### config.mk
export PLATFORM = sky130hd
export DESIGN_NAME = pipe_skid_stage
export DESIGN_NICKNAME = d
export VERILOG_FILES = /design/src/rtl/pipe_pkg.sv /design/src/rtl/skid_data_reg.sv /design/src/rtl/pipe_skid_stage.sv
export SDC_FILE = /design/constraint.sdc
export NUM_CORES = 1
export LEC_CHECK = 0
export CORE_UTILIZATION = 48
export CTS_CLUSTER_SIZE = 24
export DETAILED_ROUTE_END_ITERATION = 8
export DONT_BUFFER_PORTS = 1
export GPL_TIMING_DRIVEN = 0
export RECOVER_POWER = 100
export SYNTH_ARGS = -nofsm -noshare
export SYNTH_HDL_FRONTEND = slang
export SYNTH_SLANG_ARGS = --single-unit
### constraint.sdc
create_clock -name clk -period 2.4 [get_ports clk]
set_input_delay 0.48 -clock clk [delete_from_list [all_inputs] [get_ports clk]]
set_output_delay 0.48 -clock clk [all_outputs]
set_load 0.01 [all_outputs]
### src/rtl/pipe_pkg.sv
// Shared types and constants for the elastic pipeline stages.
package pipe_pkg;

  localparam int unsigned PC_W    = 32;
  localparam int unsigned INSTR_W = 32;
  localparam int unsigned IFID_W  = PC_W + INSTR_W;

  typedef enum logic [1:0] {
    EMPTY = 2'b00,
    BUSY  = 2'b01,
    FULL  = 2'b10
  } stage_state_e;

  function automatic logic [1:0] occ_of(stage_state_e s);
    case (s)
      BUSY:    occ_of = 2'd1;
      FULL:    occ_of = 2'd2;
      default: occ_of = 2'd0;
    endcase
  endfunction

endpackage

### src/rtl/skid_data_reg.sv
// WIDTH-bit payload register with load enable and async active-high clear.
module skid_data_reg #(
  parameter int unsigned WIDTH = 32
) (
  input  logic             clk,
  input  logic             rst,
  input  logic             en,
  input  logic [WIDTH-1:0] d,
  output logic [WIDTH-1:0] q
);

  logic [WIDTH-1:0] data_q;

  always_ff @(posedge clk or posedge rst) begin
    if (rst) begin
      data_q <= '0;
    end else if (en) begin
      data_q <= d;
    end
  end

  assign q = data_q;

endmodule

### src/rtl/pipe_skid_stage.sv
// Valid/ready pipeline stage with a main and a skid entry; in_ready is a pure flop output.
module pipe_skid_stage
  import pipe_pkg::*;
#(
  parameter int unsigned WIDTH = 32
) (
  input  logic             clk,
  input  logic             rst,
  input  logic             flush,
  input  logic             in_valid,
  output logic             in_ready,
  input  logic [WIDTH-1:0] in_data,
  output logic             out_valid,
  input  logic             out_ready,
  output logic [WIDTH-1:0] out_data,
  output logic [1:0]       occupancy
);

  stage_state_e     state_q, state_d;
  logic             in_ready_q;
  logic             out_valid_q;
  logic [1:0]       occ_q;
  logic             in_fire, out_fire;
  logic             main_en, skid_en;
  logic [WIDTH-1:0] main_din;
  logic [WIDTH-1:0] main_q, skid_q;

  assign in_fire  = in_valid & in_ready_q;
  assign out_fire = out_valid_q & out_ready;

  always_comb begin
    state_d  = state_q;
    main_en  = 1'b0;
    skid_en  = 1'b0;
    main_din = in_data;
    case (state_q)
      EMPTY: begin
        if (in_fire) begin
          main_en = 1'b1;
          state_d = BUSY;
        end
      end
      BUSY: begin
        if (in_fire && out_fire) begin
          main_en = 1'b1;
        end else if (in_fire) begin
          skid_en = 1'b1;
          state_d = FULL;
        end else if (out_fire) begin
          state_d = EMPTY;
        end
      end
      FULL: begin
        if (out_fire) begin
          main_en  = 1'b1;
          main_din = skid_q;
          state_d  = BUSY;
        end
      end
      default: state_d = EMPTY;
    endcase
    // Flush wins over everything; payload regs keep their contents.
    if (flush) begin
      state_d = EMPTY;
      main_en = 1'b0;
      skid_en = 1'b0;
    end
  end

  always_ff @(posedge clk or posedge rst) begin
    if (rst) begin
      state_q     <= EMPTY;
      in_ready_q  <= 1'b1;
      out_valid_q <= 1'b0;
      occ_q       <= 2'd0;
    end else begin
      state_q     <= state_d;
      in_ready_q  <= (state_d != FULL);
      out_valid_q <= (state_d != EMPTY);
      occ_q       <= occ_of(state_d);
    end
  end

  skid_data_reg #(
    .WIDTH (WIDTH)
  ) u_main_reg (
    .clk (clk),
    .rst (rst),
    .en  (main_en),
    .d   (main_din),
    .q   (main_q)
  );

  skid_data_reg #(
    .WIDTH (WIDTH)
  ) u_skid_reg (
    .clk (clk),
    .rst (rst),
    .en  (skid_en),
    .d   (in_data),
    .q   (skid_q)
  );

  assign in_ready  = in_ready_q;
  assign out_valid = out_valid_q;
  assign out_data  = main_q;
  assign occupancy = occ_q;

endmodule

==> metrics <==
status=complete, no violations; Post-Syn Instances=196; vias in the first global route=1929; Sink Count=70; #FFs+latches synth=70; Antenna Nets Post-Route=0; crit-path max FO=10; gpl congestion=0.8432; WP data arrival=2.38 ns; Residual DRC=0; Die Span X=83.03 um; Post-Syn Area=3152 um2; Sw Ratio=26.98%; Crit path required time=2.60 ns; number of nets in the layout=248; Final min period=2.180 ns; core area=6350 um2; clock latency on the worst-skew pair=0.33 ns; PD cells=937.1 nW/um2; Initial DRC Count=128; vias per cell=5.636; Starting Density=49.64%; synth unique cells=19; first-pass GRT wire length=9818 um; Non-Filler Instances=291; antenna violations before repair=0; Logic pwr share=14.4%; multi-input logic area=1229 um2; Worst-Margin Slew=1.064 ns; Psw=844.5 uW; CP endpoint kind=flip-flop; internal power=2.286 mW; placed cells=274; Die Ht=83.03 um; clock power share=26.8%; count of input and output buffers=0; max_cap viols=0; Setup Viol. Count Final=0; most common cell after layout, fill and taps aside=dfrtp_1; f_max=458.7 MHz; root buffer cell=clkbuf_8; commonest cells after routing, fill and taps aside=69 x dfrtp_1, 66 x mux2_2, 26 x mux2_1, 12 x clkbuf_8, 6 x clkbuf_1; final WL=5674 um; TritonRoute pass-1 iters=4; die area=6894 um2; DP HPWL=4028 um; Max Buffers Root-to-Sink=2; CTS tree=done; LEAKAGE=1.445 nW; number of fill cells=550; TritonCTS buffer count=9; layout cells sized above 1=43.93%; Area Growth Syn to Fin=5.994%; CP max stage delay=0.64 ns; Util after Layout=52.61%; Tot Pwr=3.131 mW; RSZ-0062 raised after global routing=no; Fin Setup TNS=0 ns; crit start category=flip-flop; worst vdd ir=0.0004294 V; largest net degree at the start of global routing=43; count of pins over their slew limit=0; CP Class=reg2reg; Reg power frac=58.7%; GRT overflow=0; syn_area_per_cell=16.08 um2; Clock Skew=0.008108 ns; n_diodes=0; Seq/Total Area, Yosys=55.62%; total track usage=18.43%; H-Tree Depth=3; placement row count=29; DR WL/cell=19.50 um; fin crit share=90.83%; CP max stage cell=dfstp_1; vias=1640; Hold Vio Cnt, Final=0; type of the worst min-delay path=in2reg; clock slew seen by the registers of the worst setup and hold paths=0.07 ns; I/O pin count=73; Slew headroom=28.97%; CP Cell Sequence=nand2_1 > or4b_1 > clkbuf_1 > buf_2 > mux2_1; Syn. warnings=0; register area=1753 um2; syn_nets=233
==> layer usage <==
metal | share of wire (%) | wire [um] | global-route usage [%] | vias up
met4 | 1.5 | 86 | 8.777 | 0
met1 | 42 | 2410 | 23.06 | 845
met3 | 8.1 | 462 | 6.859 | 9
li1 | - | - | - | 740
met5 | 0 | 0 | 0 | -
met2 | 48 | 2715 | 28.32 | 46
==> Yosys cell counts, drive strengths merged <==
library cell / count / area share (%)
clkbuf: 3 / 0.36
nand3b: 1 / 0.24
or4b: 1 / 0.32
a21oi: 1 / 0.16
nand2: 4 / 0.48
nand2b: 1 / 0.20
mux2: 96 / 38
inv: 2 / 0.24
a211o: 1 / 0.28
a221oi: 3 / 0.83
nand4b: 2 / 0.56
dfstp: 1 / 0.83
a31oi: 2 / 0.40
a211oi: 1 / 0.40
dfrtp: 69 / 55
buf: 7 / 1.7
a21boi: 1 / 0.36
==> cell type report <==
| class | instances | share of cell area, % |
|---|---|---|
| clock buffers | 13 | 5.056 |
| flip-flops and latches | 70 | 52.47 |
| clock inverters | 1 | 0.1498 |
| plain buffers | 10 | 1.723 |
| multi-input cells | 114 | 36.78 |
| repair buffers | 4 | 0.7116 |
| inverters | 2 | 0.2247 |
| well taps | 77 | 2.884 |
==> per-stage QoR <==
stage / hold slack, ns / worst slack, ns / instance area, um2
after floorplan: 0.4753 / 0.1534 / 3152
after global routing: 0.1846 / 0.09639 / 3341
after CTS: 0.1196 / 0.03958 / 3442
after detailed placement: 0.4846 / 0.03548 / 3268
after global placement: 0.4863 / -0.4059 / 3248
final: 0.2116 / 0.2201 / 3341
==> power by group through the flow <==
| stage | clock [mW] | sequential, mW | combinational [mW] |
|---|---|---|---|
| after floorplan | 0 | 1.79 | 0.532 |
| after global placement | 0 | 1.84 | 0.567 |
| after detailed placement | 0 | 1.86 | 0.604 |
| after CTS | 0.875 | 1.85 | 0.604 |
| after global routing | 0.937 | 1.89 | 0.504 |
| final | 0.840 | 1.84 | 0.451 |
==> critical path: cells and delay by family, from the launching register on <==
kind | cells | cell delay (ns)
simple gates | 2 | 0.62
buf+inv | 2 | 0.44
mux | 1 | 0.34
flops | 1 | 0.64
==> registers in the layout, indices dropped and copies added (netlist names) <==
signal / count
in_ready: 1
occupancy: 2
u_main_reg.q: 32
state_q: 2
u_skid_reg.q: 32
out_valid: 1
==> kinds of logic (layout without fill, tap and decap cells) <==
kind of cell	Yosys count	after routing	synth area share [%]
buffers and inverters	12	30	2.303
muxes	96	96	37.87
and+or+nand+nor	9	9	1.787
AOI/OAI and AO/OA	9	9	2.421
DFF	70	70	55.62
==> worst paths after layout <==
check	start	to	slack, ns	cells after the start
hold reg to reg	u_skid_reg.q[10]	u_skid_reg.q[10]	0.49	1
max in group asynchronous	rst	u_skid_reg.q[1]	0.52	2
setup / recovery	in_ready	u_skid_reg.q[22]	0.22	5
min in group asynchronous	rst	u_main_reg.q[19]	0.30	1
setup reg to reg	in_ready	u_skid_reg.q[22]	0.22	5
hold / removal	flush	state_q[0]	0.21	1
==> what timing repair did <==
item,CTS,global route
setup endpoints to repair,0,30
hold buffers,0,0
buffers inserted,0,3
resized for setup,0,1
Power figures use the tool's default switching activity.
